File: src/rtl/bb_mem_pkg.sv
// Shared definitions for the instruction/data memory arbiter.
// Contents:
//   arb_state_e  arbiter FSM states
//   SRC_IF/SRC_D requester identifiers
//   NOP_INSN     instruction returned to fetch when a transaction is aborted
//   SIZE_WORD    access size used for instruction fetches
//   fetch_wins   arbitration rule shared by the arbiter
package bb_mem_pkg;

    typedef enum logic [1:0] {
        StIdle   = 2'd0,
        StBusyIf = 2'd1,
        StBusyD  = 2'd2
    } arb_state_e;

    localparam logic SRC_IF = 1'b0;
    localparam logic SRC_D  = 1'b1;

    localparam logic [31:0] NOP_INSN  = 32'h0000_0013;
    localparam logic [1:0]  SIZE_WORD = 2'b10;

    // Data normally wins; fetch wins when it is alone or has been starved too long.
    function automatic logic fetch_wins(input logic if_req, input logic d_req,
                                        input logic starved);
        return if_req && (!d_req || starved);
    endfunction

endpackage

File: src/rtl/wait_timer.sv
// Loadable down-counter with a terminal flag, used to bound memory waits.
// Ports:
//   clk, rst_n  clock, asynchronous active-low reset
//   load        load load_val (has priority over en)
//   load_val    value loaded into the counter
//   en          decrement by one (stops at zero)
//   term        counter is zero
module wait_timer #(
    parameter int unsigned WIDTH = 7
) (
    input  logic             clk,
    input  logic             rst_n,
    input  logic             load,
    input  logic [WIDTH-1:0] load_val,
    input  logic             en,
    output logic             term
);

    logic [WIDTH-1:0] cnt_q;

    always_ff @(posedge clk or negedge rst_n) begin
        if (!rst_n) begin
            cnt_q <= '0;
        end else if (load) begin
            cnt_q <= load_val;
        end else if (en && (cnt_q != '0)) begin
            cnt_q <= cnt_q - WIDTH'(1);
        end
    end

    assign term = (cnt_q == '0);

endmodule

File: src/rtl/mem_arbiter.sv
// Two-requester (fetch, data) arbiter in front of a single-ported memory.
// One transaction is outstanding at a time. Data has priority unless fetch has
// been passed over STARVE_MAX consecutive times. A transaction that sees no
// m_rdy within TIMEOUT cycles is aborted with an err pulse.
// Ports:
//   clk, rst_n                      clock, asynchronous active-low reset
//   if_req/if_addr                  fetch request (held until if_gnt)
//   if_gnt/if_valid/if_rdata        fetch grant pulse, completion pulse, read data
//   d_req/d_we/d_addr/d_wdata/d_size data request (held until d_gnt)
//   d_gnt/d_valid/d_rdata           data grant pulse, completion pulse, load data
//   m_req/m_we/m_addr/m_wdata/m_size memory request with latched fields
//   m_rdy/m_rdata                   memory completion and read data
//   stall_if/stall_me               requester waiting (req high, valid low)
//   err                             pulse on timeout abort
module mem_arbiter #(
    parameter int unsigned STARVE_MAX = 4,
    parameter int unsigned TIMEOUT    = 64
) (
    input  logic        clk,
    input  logic        rst_n,
    input  logic        if_req,
    input  logic [15:0] if_addr,
    output logic        if_gnt,
    output logic        if_valid,
    output logic [31:0] if_rdata,
    input  logic        d_req,
    input  logic        d_we,
    input  logic [15:0] d_addr,
    input  logic [31:0] d_wdata,
    input  logic [1:0]  d_size,
    output logic        d_gnt,
    output logic        d_valid,
    output logic [31:0] d_rdata,
    output logic        m_req,
    output logic        m_we,
    output logic [15:0] m_addr,
    output logic [31:0] m_wdata,
    output logic [1:0]  m_size,
    input  logic        m_rdy,
    input  logic [31:0] m_rdata,
    output logic        stall_if,
    output logic        stall_me,
    output logic        err
);

    import bb_mem_pkg::*;

    localparam int unsigned SW = $clog2(STARVE_MAX + 1);
    localparam int unsigned TW = $clog2(TIMEOUT + 1);

    arb_state_e  state_q, state_d;
    logic        m_req_q, m_req_d;
    logic        m_we_q, m_we_d;
    logic [15:0] m_addr_q, m_addr_d;
    logic [31:0] m_wdata_q, m_wdata_d;
    logic [1:0]  m_size_q, m_size_d;
    logic        if_gnt_q, if_gnt_d;
    logic        d_gnt_q, d_gnt_d;
    logic        if_valid_q, if_valid_d;
    logic        d_valid_q, d_valid_d;
    logic [31:0] if_rdata_q, if_rdata_d;
    logic [31:0] d_rdata_q, d_rdata_d;
    logic        err_q, err_d;
    logic [SW-1:0] starve_q, starve_d;

    logic tmr_load, tmr_en, tmr_term;
    logic win_src;

    // Loaded with TIMEOUT-1 at grant; reaching zero means the last allowed busy cycle.
    wait_timer #(
        .WIDTH (TW)
    ) u_wait_timer (
        .clk      (clk),
        .rst_n    (rst_n),
        .load     (tmr_load),
        .load_val (TW'(TIMEOUT - 1)),
        .en       (tmr_en),
        .term     (tmr_term)
    );

    always_comb begin
        state_d    = state_q;
        m_req_d    = m_req_q;
        m_we_d     = m_we_q;
        m_addr_d   = m_addr_q;
        m_wdata_d  = m_wdata_q;
        m_size_d   = m_size_q;
        if_gnt_d   = 1'b0;
        d_gnt_d    = 1'b0;
        if_valid_d = 1'b0;
        d_valid_d  = 1'b0;
        if_rdata_d = if_rdata_q;
        d_rdata_d  = d_rdata_q;
        err_d      = 1'b0;
        starve_d   = starve_q;
        tmr_load   = 1'b0;
        tmr_en     = 1'b0;
        win_src    = SRC_D;

        // Starvation only accumulates while fetch keeps asking.
        if (!if_req) begin
            starve_d = '0;
        end

        unique case (state_q)
            StIdle: begin
                if (if_req || d_req) begin
                    win_src  = fetch_wins(if_req, d_req, starve_q == SW'(STARVE_MAX)) ?
                               SRC_IF : SRC_D;
                    m_req_d  = 1'b1;
                    tmr_load = 1'b1;
                    if (win_src == SRC_IF) begin
                        state_d   = StBusyIf;
                        if_gnt_d  = 1'b1;
                        m_we_d    = 1'b0;
                        m_addr_d  = if_addr;
                        m_wdata_d = '0;
                        m_size_d  = SIZE_WORD;
                        starve_d  = '0;
                    end else begin
                        state_d   = StBusyD;
                        d_gnt_d   = 1'b1;
                        m_we_d    = d_we;
                        m_addr_d  = d_addr;
                        m_wdata_d = d_wdata;
                        m_size_d  = d_size;
                        if (if_req && (starve_q != SW'(STARVE_MAX))) begin
                            starve_d = starve_q + SW'(1);
                        end
                    end
                end
            end
            StBusyIf, StBusyD: begin
                if (m_rdy) begin
                    state_d = StIdle;
                    m_req_d = 1'b0;
                    if (state_q == StBusyIf) begin
                        if_valid_d = 1'b1;
                        if_rdata_d = m_rdata;
                    end else begin
                        d_valid_d = 1'b1;
                        if (!m_we_q) begin
                            d_rdata_d = m_rdata;
                        end
                    end
                end else if (tmr_term) begin
                    state_d = StIdle;
                    m_req_d = 1'b0;
                    err_d   = 1'b1;
                    if (state_q == StBusyIf) begin
                        if_valid_d = 1'b1;
                        if_rdata_d = NOP_INSN;
                    end else begin
                        d_valid_d = 1'b1;
                        d_rdata_d = '0;
                    end
                end else begin
                    tmr_en = 1'b1;
                end
            end
            default: begin
                state_d = StIdle;
                m_req_d = 1'b0;
            end
        endcase
    end

    always_ff @(posedge clk or negedge rst_n) begin
        if (!rst_n) begin
            state_q    <= StIdle;
            m_req_q    <= 1'b0;
            m_we_q     <= 1'b0;
            m_addr_q   <= '0;
            m_wdata_q  <= '0;
            m_size_q   <= '0;
            if_gnt_q   <= 1'b0;
            d_gnt_q    <= 1'b0;
            if_valid_q <= 1'b0;
            d_valid_q  <= 1'b0;
            if_rdata_q <= '0;
            d_rdata_q  <= '0;
            err_q      <= 1'b0;
            starve_q   <= '0;
        end else begin
            state_q    <= state_d;
            m_req_q    <= m_req_d;
            m_we_q     <= m_we_d;
            m_addr_q   <= m_addr_d;
            m_wdata_q  <= m_wdata_d;
            m_size_q   <= m_size_d;
            if_gnt_q   <= if_gnt_d;
            d_gnt_q    <= d_gnt_d;
            if_valid_q <= if_valid_d;
            d_valid_q  <= d_valid_d;
            if_rdata_q <= if_rdata_d;
            d_rdata_q  <= d_rdata_d;
            err_q      <= err_d;
            starve_q   <= starve_d;
        end
    end

    assign if_gnt   = if_gnt_q;
    assign d_gnt    = d_gnt_q;
    assign if_valid = if_valid_q;
    assign d_valid  = d_valid_q;
    assign if_rdata = if_rdata_q;
    assign d_rdata  = d_rdata_q;
    assign m_req    = m_req_q;
    assign m_we     = m_we_q;
    assign m_addr   = m_addr_q;
    assign m_wdata  = m_wdata_q;
    assign m_size   = m_size_q;
    assign err      = err_q;

    // Gated by reset so every output reads zero while rst_n is low.
    assign stall_if = rst_n & if_req & ~if_valid_q;
    assign stall_me = rst_n & d_req & ~d_valid_q;

endmodule

File: config.mk
export PLATFORM = sky130hd
export DESIGN_NAME = mem_arbiter
export DESIGN_NICKNAME = d
export VERILOG_FILES = /design/src/rtl/bb_mem_pkg.sv /design/src/rtl/wait_timer.sv /design/src/rtl/mem_arbiter.sv
export SDC_FILE = /design/constraint.sdc
export NUM_CORES = 1
export LEC_CHECK = 0
export ABC_AREA = 1
export CAP_MARGIN = 5
export CELL_PAD_IN_SITES_DETAIL_PLACEMENT = 0
export CELL_PAD_IN_SITES_GLOBAL_PLACEMENT = 1
export CORE_MARGIN = 2
export CORE_UTILIZATION = 32
export DETAILED_ROUTE_END_ITERATION = 6
export PLACE_DENSITY = 0.93
export SYNTH_ARGS = -nofsm -noshare
export SYNTH_HDL_FRONTEND = slang
export SYNTH_SLANG_ARGS = --single-unit
File: constraint.sdc
create_clock -name clk -period 2 [get_ports clk]
set_input_delay 0.4 -clock clk [delete_from_list [all_inputs] [get_ports clk]]
set_output_delay 0.4 -clock clk [all_outputs]
set_load 0.01 [all_outputs]
==> flow_summary.ini, run 1 <==
[detailed_routing]
drtIter0Drc = 279
first_pass_iters = 4
wl_per_cell_um = 15.4
wirelength_um = 18200
ant_nets = 0
dr_total_vias = 5533
drt-vias-per-instance = 4.68
drc = 0

[die]
coreArea_um2 = 18100
num_rows = 49
initial_core_util_pct = 33.0
die_y_um = 141
dieArea_um2 = 19800
io_pins = 227
die_width_um = 141

[clocking]
cts_setup_buffers = 0
clk_latency_ps = 410
cts_sinks = 133
cts_tree = built
clk_pin_slew_worst_paths_ps = 60
htreeDepth = 4
cts_made_buffers = 17
max-clock-path-buffers = 2
cts_root_buf = clkbuf_16

[sta]
slew_headroom_pct = 48.0
setup_slack_ps = 147
slew_viol_final = 0
setup_viol = 0
rsz0062_at_grt = false
timing.fmax_mhz = 540
fin_skew_ps = 9.97
finalCritPeriodShare_pct = 92.7
holdWs_ps = 45.9
hold_viol_final = 0
worstMarginPinSlew_ps = 780
finalCriticalPeriod_ps = 1850

[synthesis]
synth-seq-cells = 133
synth_top_area_share_pct = 55.6
syn_area_um2 = 5980
netlist_instances = 718
synth.net_count = 828
yosysSeqAreaShare_pct = 55.6
ys_types = 27
yosysWarnings = 0
synth.area.top_cells = dfrtp_1 (56%), nand2_1 (20%), nand4_1 (7.1%)
yosys.area.top_type = dfrtp_1
avgSynthCellArea_um2 = 8.33

[worst_setup_path]
slowest_delay_ps = 600
crit_buf_inv = 1
r2r-end = d_rdata[21]
cp_slowest_cell = clkdlybuf4s50_1
cp.required_ps = 1600
r2r-start = u_wait_timer.cnt_q[1]
rrSetupSlack_ps = 250
cp_max_fo = 3
crit_type = reg2out
path_cells = clkdlybuf4s50_1
critPathArrivalTime_ps = 1450
reg2reg_depth = 9
cp_top_family = buffers and inverters
start_kind = flop
end_kind = output port

[flow_run]
maxCapViolations = 0

[global_route]
grt_pass1_vias = 5534
antenna_found_initial = 0
grt_max_degree = 134
grt_pass1_wl_um = 29700
track_usage_pct = 18.7
overflow = 0

[placement]
port_buffers = 226
dp_slack_ps = -55.3
gp_congestion = 0.799
placed_cells = 1150
dp_hpwl_um = 12600

[pwr]
p_clk_share_pct = 24.3
ir_drop_mv = 0.645
pwr-share-seq_pct = 33.2
p_int_uw = 8610
p_per_area_nw_per_um2 = 1480
p_switching_uw = 4900
p_comb_share_pct = 42.6
swShare_pct = 36.3
power.leakage_uw = 0.00458

[finish]
final_cells = 1182
layout-drive-gt1-share_pct = 7.76
diodes = 0
fin_nets = 1050
mostFrequentLayoutCells = nand2_1 (314), clkdlybuf4s50_1 (222), dfrtp_1 (133), nand4_1 (68), inv_1 (51)
area_delta_synth_final_pct = 52.6
final_common_cell = nand2_1

[hold_path]
hold_path_class = in2async

[status]
status = completed
-- metal layers --
metal  track usage [%]  part of all wire [%]  up-vias  wire, µm
li1                  -                     -     2753         -
met1              23.7                    43     2625      7810
met2              31.9                    50      136      9170
met3              4.82                   4.9       19       889
met4              5.21                   2.0        0       373
met5                 0                     0        -         0
-- how the worst max path moves through the flow --
| stage | startpoint | end | slack [ps] | cells past startpoint |
|---|---|---|---|---|
| after detailed placement | if_req | stall_if | -60 | 4 |
| after global routing | starve_q[0] | m_wdata[20] | 10 | 9 |
| after global placement | if_req | stall_if | -50 | 4 |
| final | m_we | m_we | 150 | 1 |
| after CTS | m_we | m_we | 90 | 1 |
| after floorplan | u_wait_timer.cnt_q[0] | d_rdata[12] | 480 | 11 |
-- final cells by class --
class,instances,area [µm²]
Clock buffer,17,425
Clock inverter,15,195
Fill cell,1781,9020
Inverter,55,206
Multi-Input combinational cell,483,2210
Sequential cell,133,3330
Tap cell,229,287
Timing Repair Buffer,250,2470
-- flip-flops by register name, indices dropped and copies added, names as in the netlist, 2 cells and up --
register and count:
state_q 2, if_rdata 32, m_size 2, m_addr 16, m_wdata 32, d_rdata 32
u_wait_timer.cnt_q 7, starve_q 3
-- power groups by stage --
stage	Clock (µW)	Combinational [µW]	Sequential (µW)
floorplan	0	2180	4930
global placement	0	5730	4490
detailed placement	0	5830	4500
CTS	3360	5850	4490
global route	3480	6330	4630
finish	3280	5750	4480
-- repair_timing --
item,4_1_cts,5_1_grt
resized for setup,2,0
hold buffers,0,0
setup endpoints to repair,2,0
-- cell families (layout without fill, tap and decap cells) --
family	count (synthesis)	after routing	synth area share [%]
fa+ha+maj	6	6	1.26
xor+xnor	1	1	0.146
flops	133	133	55.6
compound gates	59	59	5.19
simple gates	417	417	30.2
buf+inv	102	337	7.59
-- cell usage after synthesis --
| master | n |
|---|---|
| o21ai_1 | 7 |
| a21oi_2 | 1 |
| nor2_1 | 6 |
| inv_1 | 51 |
| nor2_4 | 1 |
| buf_1 | 5 |
| xor2_1 | 1 |
| nand2_1 | 314 |
| o22a_1 | 1 |
| inv_2 | 4 |
| dfrtp_1 | 133 |
| clkbuf_1 | 17 |
| nand4_1 | 68 |
| or2_2 | 3 |
| nand3_1 | 16 |
| nor3_1 | 3 |
| o31ai_1 | 3 |
| buf_6 | 4 |
| ha_1 | 6 |
| a21oi_1 | 16 |
| nand3_4 | 1 |
| nand3_2 | 1 |
| buf_4 | 6 |
| nand2_2 | 3 |
| buf_2 | 15 |
| nor2_2 | 1 |
| o21ai_0 | 31 |
-- per-stage QoR --
step | util, % | setup TNS [ps] | cell area, µm² | total power (µW)
final | 50.3 | 0 | 9120 | 13500
after global routing | 50.3 | 0 | 9120 | 14400
after CTS | 50.3 | 0 | 9120 | 13700
after detailed placement | 46.9 | -541 | 8510 | 10300
after global placement | 46.9 | -100 | 8510 | 10200
after floorplan | - | 0 | 5980 | 7120
Power figures use the tool's default switching activity.
==> run 2, diff against run 1 <==
Clock period 2 ns to 2.1 ns, I/O delays scaled along.
==> run 2 against run 1 <==
Effect of this change:
- sequential cell count stayed put
- wire length down 0.41%
- first-iteration DRC count grew 10%
- non-clock buffer count fell by 5
- die area did not move
- final cell count decreased by 0.34%
- largest power group unchanged
- count of clock-buffer cells in the layout unchanged
- critical endpoint unchanged
- critical path type unchanged
- combinational power decreased by 5.2%
==> flow_summary.ini, run 2 (synthesized netlist as in run 1, its figures left out) <==
[status]
status = completed

[clocking]
clk_latency_ps = 410
clk_pin_slew_worst_paths_ps = 60
cts_tree = built
cts_setup_buffers = 0
cts_sinks = 133
cts_root_buf = clkbuf_16
cts_made_buffers = 17
max-clock-path-buffers = 2
htreeDepth = 4
ctsHoldBuffers = 0

[pwr]
ir_drop_mv = 0.669
p_per_area_nw_per_um2 = 1400
power.leakage_uw = 0.00453

[finish]
mostFrequentLayoutCells = nand2_1 (314), clkdlybuf4s50_1 (222), dfrtp_1 (133), nand4_1 (68), inv_1 (51)
final_common_cell = nand2_1
layout-drive-gt1-share_pct = 7.28
area_delta_synth_final_pct = 51.5
fin_area_um2 = 9060
fin_nets = 1045
final_cells = 1178

[sta]
fin_tns_setup_ps = 0
slew_viol_final = 0
slew_headroom_pct = 50.5
setup_slack_ps = 229
fin_skew_ps = 11.4
rsz0062_at_grt = false
worstMarginPinSlew_ps = 743
timing.fmax_mhz = 534
setup_viol = 0
finalCriticalPeriod_ps = 1870
holdWs_ps = 132
hold_viol_final = 0
finalCritPeriodShare_pct = 89.1

[worst_setup_path]
crit_type = reg2out
cp_slowest_cell = clkdlybuf4s50_1
reg2reg_depth = 9
critPathArrivalTime_ps = 1450
cp_top_family = buffers and inverters
crit_buf_inv = 1
start_kind = flop
path_cells = clkdlybuf4s50_1
cp.required_ps = 1680
r2r-start = u_wait_timer.cnt_q[0]
end_kind = output port
cp_max_fo = 3
r2r-end = d_rdata[7]
rrSetupSlack_ps = 250
slowest_delay_ps = 590

[detailed_routing]
drt-vias-per-instance = 4.69
drc = 0
ant_nets = 0
drtIter0Drc = 307
wirelength_um = 18200
wl_per_cell_um = 15.4
first_pass_iters = 4
dr_total_vias = 5520

[global_route]
antenna_found_initial = 1
grt_max_degree = 134
overflow = 0
grt_pass1_wl_um = 29400
grt_pass1_vias = 5456
track_usage_pct = 18.6

[placement]
placed_cells = 1145
gp_congestion = 0.801
placed_area_um2 = 8470
dp_hpwl_um = 12300
port_buffers = 226
dp_slack_ps = -1.27

[die]
dieArea_um2 = 19800
coreArea_um2 = 18100
die_width_um = 141
io_pins = 227
initial_core_util_pct = 33.0
num_rows = 49
die_y_um = 141

[flow_run]
maxCapViolations = 0

[hold_path]
hold_path_class = in2async
-- run 2: cell types whose count changed in the layout (fill, tap and decap cells not counted) --
cell and change:
buf_4 -5, clkinvlp_4 +3, clkinv_4 -3, bufinv_16 -1
diode_2 +1, inv_6 +1
-- run 2: worst max-delay path by stage --
stage | start | end | slack, ps | cells after the start
2_1_floorplan | u_wait_timer.cnt_q[0] | d_rdata[12] | 580 | 11
3_3_place_gp | if_req | stall_if | 7 | 4
3_5_place_dp | if_req | stall_if | -1 | 4
4_1_cts | m_we | m_we | 190 | 1
5_1_grt | u_wait_timer.cnt_q[0] | d_rdata[4] | 20 | 9
6_report | m_we | m_we | 230 | 1
-- run 2: report_power, final --
| group | internal (µW) | switching [µW] | leakage, µW | total (µW) |
|---|---|---|---|---|
| combinational | 2640 | 2810 | 0.00256 | 5450 |
| clock | 1780 | 1230 | 0.000282 | 3010 |
| sequential | 3630 | 627 | 0.00169 | 4260 |
| total | 8050 | 4670 | 0.00453 | 12700 |
-- run 2: repair_timing --
action,4_1_cts,5_1_grt
hold endpoints to repair,0,0
endpoints found under the setup margin,2,0
gates resized for setup,2,0
-- run 2: worst register-to-register path: cells and delay by family, from the launching register on --
family,cells,cell delay (ps)
simple gates,6,970
flops,1,370
buf+inv,2,220
fa+ha+maj,1,180
-- run 2: per-stage QoR --
stage	power [µW]	utilization [%]
2_1_floorplan	6780	-
3_3_place_gp	9710	46.7
3_5_place_dp	9790	46.7
4_1_cts	12900	49.9
5_1_grt	13600	49.9
6_report	12700	49.9
-- run 2: area by class of cell --
cell class	count	area [µm²]
well taps	229	287
diodes	1	2.50
clock inverters	15	170
multi-input cells	483	2210
clock buffers	17	425
repair buffers	245	2440
inverters	55	206
fillers	1750	9080
flip-flops and latches	133	3330
-- run 2: metal layers --
| metal | up-vias | routed length (µm) | global-route usage (%) | part of all wire, % |
|---|---|---|---|---|
| li1 | 2741 | - | - | - |
| met1 | 2628 | 7920 | 24.2 | 44 |
| met2 | 125 | 8970 | 30.2 | 49 |
| met3 | 26 | 851 | 4.99 | 4.7 |
| met5 | - | 0 | 0 | 0 |
| met4 | 0 | 416 | 6.42 | 2.3 |
